==> config.mk <==
export PLATFORM = sky130hd
export DESIGN_NAME = arcade_input_mapper
export DESIGN_NICKNAME = d
export VERILOG_FILES = /design/src/rtl/arcade_input_pkg.sv /design/src/rtl/coin_stretch.sv /design/src/rtl/arcade_input_mapper.sv
export SDC_FILE = /design/constraint.sdc
export NUM_CORES = 1
export LEC_CHECK = 0
export ABC_AREA = 1
export BUFFER_PORTS_ARGS = -buffer_cell sky130_fd_sc_hd__buf_4
export CELL_PAD_IN_SITES_DETAIL_PLACEMENT = 0
export CELL_PAD_IN_SITES_GLOBAL_PLACEMENT = 1
export CORE_MARGIN = 2
export CORE_UTILIZATION = 44
export DETAILED_ROUTE_END_ITERATION = 6
export PLACE_DENSITY_LB_ADDON = 0.1
export SLEW_MARGIN = 15
export SYNTH_ARGS = -nofsm -noshare
export SYNTH_HDL_FRONTEND = slang
export SYNTH_SLANG_ARGS = --single-unit
==> constraint.sdc <==
create_clock -name clk_sys -period 4.3 [get_ports clk_sys]
set_input_delay 1.29 -clock clk_sys [delete_from_list [all_inputs] [get_ports clk_sys]]
set_output_delay 1.29 -clock clk_sys [all_outputs]
set_load 0.01 [all_outputs]
==> src/rtl/arcade_input_pkg.sv <==
// Keycodes, joystick bit positions and per-player key slot layout shared by the
// arcade input mapper and its bench.
package arcade_input_pkg;

    localparam logic [8:0] KEY_P1_UP    = 9'h175;
    localparam logic [8:0] KEY_P1_DOWN  = 9'h172;
    localparam logic [8:0] KEY_P1_LEFT  = 9'h16B;
    localparam logic [8:0] KEY_P1_RIGHT = 9'h174;
    localparam logic [8:0] KEY_P1_FIRE0 = 9'h014;
    localparam logic [8:0] KEY_P1_FIRE1 = 9'h011;
    localparam logic [8:0] KEY_P1_FIRE2 = 9'h029;
    localparam logic [8:0] KEY_P1_FIRE3 = 9'h012;
    localparam logic [8:0] KEY_P1_START = 9'h016;
    localparam logic [8:0] KEY_P1_COIN  = 9'h02E;

    localparam logic [8:0] KEY_P2_UP    = 9'h02D;
    localparam logic [8:0] KEY_P2_DOWN  = 9'h02B;
    localparam logic [8:0] KEY_P2_LEFT  = 9'h023;
    localparam logic [8:0] KEY_P2_RIGHT = 9'h034;
    localparam logic [8:0] KEY_P2_FIRE0 = 9'h01C;
    localparam logic [8:0] KEY_P2_FIRE1 = 9'h01B;
    localparam logic [8:0] KEY_P2_FIRE2 = 9'h015;
    localparam logic [8:0] KEY_P2_FIRE3 = 9'h01D;
    localparam logic [8:0] KEY_P2_START = 9'h01E;
    localparam logic [8:0] KEY_P2_COIN  = 9'h036;

    localparam int JOY_RIGHT = 0;
    localparam int JOY_LEFT  = 1;
    localparam int JOY_DOWN  = 2;
    localparam int JOY_UP    = 3;
    localparam int JOY_BTN0  = 4;

    // Held-key slots follow the joystick order; all four fire slots always exist.
    localparam int SLOT_START = 8;
    localparam int SLOT_COIN  = 9;
    localparam int NUM_SLOTS  = 10;

    // Joystick index of start (coin = 0) or coin (coin = 1).
    function automatic int joy_aux_idx(input int num_buttons, input logic coin);
        return JOY_BTN0 + num_buttons + (coin ? 1 : 0);
    endfunction

    function automatic logic [8:0] key_code(input int player, input int slot);
        logic [8:0] code;
        code = 9'h000;
        if (player == 0) begin
            case (slot)
                0: code = KEY_P1_RIGHT;
                1: code = KEY_P1_LEFT;
                2: code = KEY_P1_DOWN;
                3: code = KEY_P1_UP;
                4: code = KEY_P1_FIRE0;
                5: code = KEY_P1_FIRE1;
                6: code = KEY_P1_FIRE2;
                7: code = KEY_P1_FIRE3;
                8: code = KEY_P1_START;
                default: code = KEY_P1_COIN;
            endcase
        end else begin
            case (slot)
                0: code = KEY_P2_RIGHT;
                1: code = KEY_P2_LEFT;
                2: code = KEY_P2_DOWN;
                3: code = KEY_P2_UP;
                4: code = KEY_P2_FIRE0;
                5: code = KEY_P2_FIRE1;
                6: code = KEY_P2_FIRE2;
                7: code = KEY_P2_FIRE3;
                8: code = KEY_P2_START;
                default: code = KEY_P2_COIN;
            endcase
        end
        return code;
    endfunction

endpackage

==> src/rtl/coin_stretch.sv <==
// Stretches a coin input so the registered output stays high at least PULSE cycles.
module coin_stretch #(
    parameter int               WIDTH = 16,
    parameter logic [WIDTH-1:0] PULSE = WIDTH'(48000)
) (
    input  logic clk_sys,
    input  logic reset,
    input  logic in,
    output logic out
);

    logic [WIDTH-1:0] count_reg;
    logic             in_reg;
    logic             rise;

    assign rise = in & ~in_reg;

    // The output uses the count before this edge's update, so a load of PULSE-1
    // yields exactly PULSE high cycles including the edge cycle.
    always_ff @(posedge clk_sys or posedge reset) begin
        if (reset) begin
            count_reg <= '0;
            in_reg    <= 1'b0;
            out       <= 1'b0;
        end else begin
            in_reg <= in;
            out    <= in | (count_reg != '0);
            if (rise)
                count_reg <= PULSE - WIDTH'(1);
            else if (count_reg != '0)
                count_reg <= count_reg - WIDTH'(1);
        end
    end

endmodule

==> src/rtl/arcade_input_mapper.sv <==
// PS/2 keyboard + joystick merge for up to two players with rotation remap and
// coin stretching; every output is registered.
module arcade_input_mapper
    import arcade_input_pkg::*;
#(
    parameter int          NUM_PLAYERS = 2,
    parameter int          NUM_BUTTONS = 2,
    parameter logic [15:0] COIN_PULSE  = 16'd48000
) (
    input  logic                             clk_sys,
    input  logic                             reset,
    input  logic [10:0]                      ps2_key,
    input  logic [16*NUM_PLAYERS-1:0]        joystick,
    input  logic                             rotate,
    input  logic                             rotate_ccw,
    output logic [NUM_PLAYERS-1:0]           p_up,
    output logic [NUM_PLAYERS-1:0]           p_down,
    output logic [NUM_PLAYERS-1:0]           p_left,
    output logic [NUM_PLAYERS-1:0]           p_right,
    output logic [NUM_BUTTONS*NUM_PLAYERS-1:0] p_fire,
    output logic [NUM_PLAYERS-1:0]           p_start,
    output logic [NUM_PLAYERS-1:0]           p_coin
);

    localparam int JOY_START = joy_aux_idx(NUM_BUTTONS, 1'b0);
    localparam int JOY_COIN  = joy_aux_idx(NUM_BUTTONS, 1'b1);

    logic                              toggle_reg;
    logic                              armed_reg;
    logic                              key_event;
    logic [NUM_SLOTS*NUM_PLAYERS-1:0]  key_reg;

    function automatic logic slot_used(input int s);
        return !(s >= JOY_BTN0 + NUM_BUTTONS && s < JOY_BTN0 + 4);
    endfunction

    // armed_reg keeps the first post-reset clock from treating a stale toggle as an event.
    assign key_event = armed_reg && (ps2_key[10] != toggle_reg);

    always_ff @(posedge clk_sys or posedge reset) begin
        if (reset) begin
            toggle_reg <= 1'b0;
            armed_reg  <= 1'b0;
            key_reg    <= '0;
        end else begin
            armed_reg  <= 1'b1;
            toggle_reg <= ps2_key[10];
            if (key_event) begin
                for (int p = 0; p < NUM_PLAYERS; p++) begin
                    for (int s = 0; s < NUM_SLOTS; s++) begin
                        if (slot_used(s) && ps2_key[8:0] == key_code(p, s))
                            key_reg[p*NUM_SLOTS+s] <= ps2_key[9];
                    end
                end
            end
        end
    end

    logic [NUM_PLAYERS-1:0]             up_next, down_next, left_next, right_next, start_next;
    logic [NUM_BUTTONS*NUM_PLAYERS-1:0] fire_next;
    logic [NUM_PLAYERS-1:0]             raw_coin;

    generate
        for (genvar gi = 0; gi < NUM_PLAYERS; gi++) begin : g_player
            logic r_up, r_down, r_left, r_right;

            assign r_right = key_reg[NUM_SLOTS*gi+JOY_RIGHT] | joystick[16*gi+JOY_RIGHT];
            assign r_left  = key_reg[NUM_SLOTS*gi+JOY_LEFT]  | joystick[16*gi+JOY_LEFT];
            assign r_down  = key_reg[NUM_SLOTS*gi+JOY_DOWN]  | joystick[16*gi+JOY_DOWN];
            assign r_up    = key_reg[NUM_SLOTS*gi+JOY_UP]    | joystick[16*gi+JOY_UP];

            assign up_next[gi]    = !rotate ? r_up    : (rotate_ccw ? r_right : r_left);
            assign down_next[gi]  = !rotate ? r_down  : (rotate_ccw ? r_left  : r_right);
            assign left_next[gi]  = !rotate ? r_left  : (rotate_ccw ? r_up    : r_down);
            assign right_next[gi] = !rotate ? r_right : (rotate_ccw ? r_down  : r_up);

            for (genvar gj = 0; gj < NUM_BUTTONS; gj++) begin : g_fire
                assign fire_next[NUM_BUTTONS*gi+gj] = key_reg[NUM_SLOTS*gi+JOY_BTN0+gj]
                                                    | joystick[16*gi+JOY_BTN0+gj];
            end

            assign start_next[gi] = key_reg[NUM_SLOTS*gi+SLOT_START] | joystick[16*gi+JOY_START];
            assign raw_coin[gi]   = key_reg[NUM_SLOTS*gi+SLOT_COIN]  | joystick[16*gi+JOY_COIN];

            coin_stretch #(
                .WIDTH (16),
                .PULSE (COIN_PULSE)
            ) u_coin (
                .clk_sys (clk_sys),
                .reset   (reset),
                .in      (raw_coin[gi]),
                .out     (p_coin[gi])
            );
        end
    endgenerate

    always_ff @(posedge clk_sys or posedge reset) begin
        if (reset) begin
            p_up    <= '0;
            p_down  <= '0;
            p_left  <= '0;
            p_right <= '0;
            p_fire  <= '0;
            p_start <= '0;
        end else begin
            p_up    <= up_next;
            p_down  <= down_next;
            p_left  <= left_next;
            p_right <= right_next;
            p_fire  <= fire_next;
            p_start <= start_next;
        end
    end

    // Upper joystick bits and unused fire slots are intentionally ignored.
    logic unused_bits;
    assign unused_bits = ^{joystick, key_reg};

endmodule

After elaboration in Yosys (flattened, before gate mapping)
Cells that the tools add are included.
{"block": "word_totals", "ff_bits": 68, "out_inout_bits": 16, "elab_cells": 128}
{"block": "classes", "n_bitwise": 22, "muxes": 36, "addsub": 2, "reduce_logical": 21, "n_eq_ne": 17}
{"cell": "9-bit == test", "count": 16}
{"cell": "9-bit 2-to-1 mux", "count": 16}
{"cell": "16-bit 2-to-1 mux", "count": 4}
{"cell": "2-bit AND reduction", "count": 16}
{"cell": "16-bit nonzero test", "count": 2}
{"cell": "16-bit by 1-bit subtractor with 16-bit output (second input constant)", "count": 2}
{"cell": "1-bit OR", "count": 18}
{"cell": "1-bit 2-to-1 mux", "count": 16}
{"cell": "2-bit nonzero test", "count": 2}
{"cell": "1-bit AND", "count": 2}
{"cell": "1-bit NOT", "count": 2}
{"cell": "1-bit logical AND", "count": 1}
{"cell": "1-bit != test", "count": 1}

Longest topological paths before layout
{"block": "depth", "depth_word": 5, "depth_mapped": 9}

Cells and area by module
A second synthesis with hierarchy kept.
{"block": "unflattened", "cells_unflattened": 526, "hier_area_um2": 3950.0}
{"mod": "arcade_input_mapper", "instances": 1, "cells_each": 215, "area_per_inst_um2": 1644.1}
{"mod": "coin_stretch at g_player[0].u_coin", "instances": 1, "cells_each": 157, "area_per_inst_um2": 1179.9}
{"mod": "coin_stretch at g_player[1].u_coin", "instances": 1, "cells_each": 154, "area_per_inst_um2": 1126.1}

Worst setup path before layout
Ideal clock, no wire load.
{"block": "synth_path", "path_type": "input port to flip-flop", "start": "input port ps2_key[7]", "end": "register key_reg[13]", "n_path_buf": 0, "slack_ns": 2.271, "t_arrival_ns": 1.913, "required_time_ns": 4.183, "cell_stages": 6, "path_cell_list": "nor2_1 > nand3_1 > nor3_1 > nand3_1 > nand2_1 > nand2_1"}
{"block": "synth_via", "elab_chain_cells": 2}
{"element": "start: declaration", "line_no": "arcade_input_mapper.sv:12", "rtl": "input logic [10:0] ps2_key,"}
{"element": "9-bit == test", "line_no": "arcade_input_mapper.sv:51", "rtl": "if (slot_used(s) && ps2_key[8:0] == key_code(p, s))"}
{"element": "2-bit AND reduction (no line)"}
{"element": "end signal: indexed assignment", "line_no": "arcade_input_mapper.sv:52", "rtl": "key_reg[p*NUM_SLOTS+s] <= ps2_key[9];"}
{"element": "end: declaration", "line_no": "arcade_input_mapper.sv:31", "rtl": "logic [NUM_SLOTS*NUM_PLAYERS-1:0] key_reg;"}
No other way between the ends.
A chain may end at the register's enable or synchronous reset.

Final worst setup path
{"block": "layout_path", "start": "register g_player[1].u_coin.out", "end": "output port p_coin[1]"}
{"element": "start: declaration", "line_no": "coin_stretch.sv:9", "rtl": "output logic out"}
{"element": "start signal: assignment", "line_no": "coin_stretch.sv:27", "rtl": "out <= in | (count_reg != '0);"}
{"element": "end: declaration", "line_no": "arcade_input_mapper.sv:22", "rtl": "output logic [NUM_PLAYERS-1:0] p_coin"}
No word-level cell between the ends.

==> flow_metrics.tcl <==
set metrics [dict create \
    final_nets 605 \
    fp.dieH_um 96.07 \
    cts_root_buffer "clkbuf_8" \
    slew_violations 0 \
    ys_seq_area_share_pct 45.62 \
    gr-total-overflow 0 \
    design.core.area_sq_um 8217 \
    yosys.area_share.simple_pct 36.46 \
    cts-resized-gates 0 \
    post_cts_buffers 0 \
    pin_count 63 \
    drcViolationCount 0 \
    viasPerCell 4.905 \
    synth.area.mux_share_pct 0 \
    cts_tree "done" \
    syn_area_per_cell_sq_um 7.371 \
    leakagePower_nw 2.183 \
    hpwl_mm 6.010 \
    numPortBuffers 46 \
    drive_gt1_share_pct 18.89 \
    total_power_mw 1.771 \
    die_x_um 96.07 \
    cpLargestDelayFamily "flip-flops" \
    worst_pin_slew_ns 0.5101 \
    ant_nets 0 \
    place_ws_ns 1.762 \
    rsz0062_at_grt "false" \
    clock_skew_ns 0.01152 \
    largest_reg_flops 32 \
    synth_compound_area_share_pct 7.279 \
    setup_violations 0 \
    required_ns 3.01 \
    slew_headroom_pct 65.91 \
    cp_max_fo 1 \
    setup_ws_ns 2.127 \
    clkLatencyLatePin_ns 0.35 \
    crit_path_end_kind "primary output" \
    ys_ff_latch 68 \
    holdBufCountCts 0 \
    status "finished, final reports clean" \
    synth_cells 506 \
    synth_fa_ha_area_share_pct 0.6709 \
    wl_mm 8.030 \
    syn-cell-area_sq_um 3730 \
    fmax_ghz 0.4602 \
    critPathMaxStageDelay_ns 0.39 \
    ys_warn_count 0 \
    grt_pass1_wl_mm 13.77 \
    grt_max_degree 40 \
    grt_pass1_vias 3046 \
    layout_min_cycle_time_ns 2.173 \
    start_kind "flip-flop" \
    wl_per_cell_um 12.06 \
    max_cap_violations 0 \
    drt_iter0_markers 174 \
    yosysUniqueCellTypes 30 \
    num_antenna_cells 0 \
    crit_path_top_delay_cell "dfrtp_1" \
    synth-xor-area-share_pct 0.2348 \
    grt_use_total_pct 19.31 \
    vias 3267 \
    cts_buffers 9 \
    cp.arrival_ns 0.88 \
    hp-class "flip-flop to flip-flop" \
    reg2reg_slack_ns 2.73 \
    p_per_area_nw_per_um2 400.0 \
    dr.pass1.iters 4 \
    post-route-period-util_pct 50.53 \
    htree_num_levels 3 \
    clock-sinks 68 \
    synth_fp_nets 555 \
    crit_chain "buf_4" \
    crit_buf_inv 1 \
    place_congestion 0.8859 \
    path_clk_slew_ns 0.07 \
    cts_buffer_depth 2 \
    synth_top_family_by_area "simple AND/OR/NAND/NOR gates" \
    area_growth_pct 18.69 \
    placementRows 33 \
    tns_ns 0 \
    hold_viol 0 \
    dieArea_sq_um 9229 \
    path_class "flip-flop to primary output" \
    vdd_drop_max_v 0.0002015 \
    antenna_found_initial 0 \
    start_util_pct 45.39 \
]
## cell families after synthesis
kind of cell / Yosys count
xor gates and xnor gates: 1
buffers and inverters: 89
AOI/OAI and AO/OA: 52
other: 1
DFF: 68
and+or+nand+nor: 293
adders and majority gates: 2
## Yosys cell counts (all sizes together)
master / instances / area (sq um)
xor2: 1 / 8.760
o211ai: 3 / 22.52
nor3: 4 / 36.29
a31oi: 3 / 18.77
nand4: 14 / 102.6
or2: 10 / 62.56
buf: 7 / 51.30
nor2: 92 / 417.9
nand2: 121 / 464.2
nand3: 51 / 270.3
ha: 2 / 25.02
and2: 1 / 6.260
conb: 1 / 3.750
a21oi: 13 / 65.06
clkbuf: 2 / 7.510
dfrtp: 68 / 1702
inv: 80 / 300.3
o21ai: 33 / 165.2
## metrics by stage
stage | cell area (sq um) | util (%) | hold WS (ns) | std cells
after detailed placement | 4163 | 50.66 | 0.4554 | 650
final | 4427 | 53.88 | 0.4682 | 666
after CTS | 4427 | 53.88 | 0.4756 | 666
after floorplan | 3730 | - | 0.4372 | 506
after global routing | 4427 | 53.88 | 0.4967 | 666
after global placement | 4163 | 50.66 | 0.4507 | 650
## metal layers
| metal | vias to the layer above | GRT usage, % | share of wire, % |
|---|---|---|---|
| met5 | - | 0 | 0 |
| met4 | 0 | 7.024 | 1.6 |
| met3 | 11 | 2.819 | 3.3 |
| met2 | 59 | 31.02 | 47 |
| met1 | 1500 | 26.58 | 48 |
| li1 | 1697 | - | - |
## layout by cell type (no fill, tap or decap), types with 3 or more instances in the layout
cell type | netlist | routed
nand2_1 | 117 | 117
nor2_1 | 75 | 75
inv_1 | 73 | 72
dfrtp_1 | 68 | 68
nand3_1 | 48 | 48
buf_4 | 4 | 48
o21ai_0 | 22 | 22
a21oi_1 | 13 | 13
nand4_1 | 13 | 13
o21ai_1 | 11 | 11
nor2_2 | 11 | 11
clkbuf_8 | 0 | 9
inv_2 | 7 | 8
or2_2 | 8 | 8
nor2_4 | 6 | 6
nand2_2 | 4 | 4
bufinv_16 | 0 | 4
a31oi_1 | 3 | 3
nand3_2 | 3 | 3
o211ai_1 | 3 | 3
## cell type report
cell class | instances | area (sq um)
fill | 806 | 3790
timing repair buffer | 48 | 360.3
multi-input combinational | 349 | 1669
clock buffer | 10 | 127.6
tap | 105 | 131.4
sequential | 68 | 1702
inverter | 80 | 300.3
clock inverter | 6 | 136.4
## where the power goes
part           total (mW)  internal [mW]  switching (mW)
clock               0.704          0.445           0.259
sequential          0.744          0.700          0.0439
combinational       0.323          0.119           0.204
total                1.77           1.26           0.506
## path summary, 6_finish.rpt
check / start / cells after the start / to
min in group asynchronous: reset / 2 / g_player[1].u_coin.count_reg[11]$_DFFE_PP0P_
max in group asynchronous: reset / 3 / key_reg[19]$_DFFE_PP0P_
hold reg to reg: key_reg[4]$_DFFE_PP0P_ / 1 / p_fire[0]$_DFF_PP0_
setup reg to reg: g_player[0].u_coin.count_reg[0]$_DFFE_PP0P_ / 7 / g_player[0].u_coin.count_reg[2]$_DFFE_PP0P_
hold / removal: key_reg[4]$_DFFE_PP0P_ / 1 / p_fire[0]$_DFF_PP0_
setup / recovery: g_player[1].u_coin.out$_DFF_PP0_ / 1 / p_coin[1]
No activity file was read; power rests on OpenSTA's default activity.
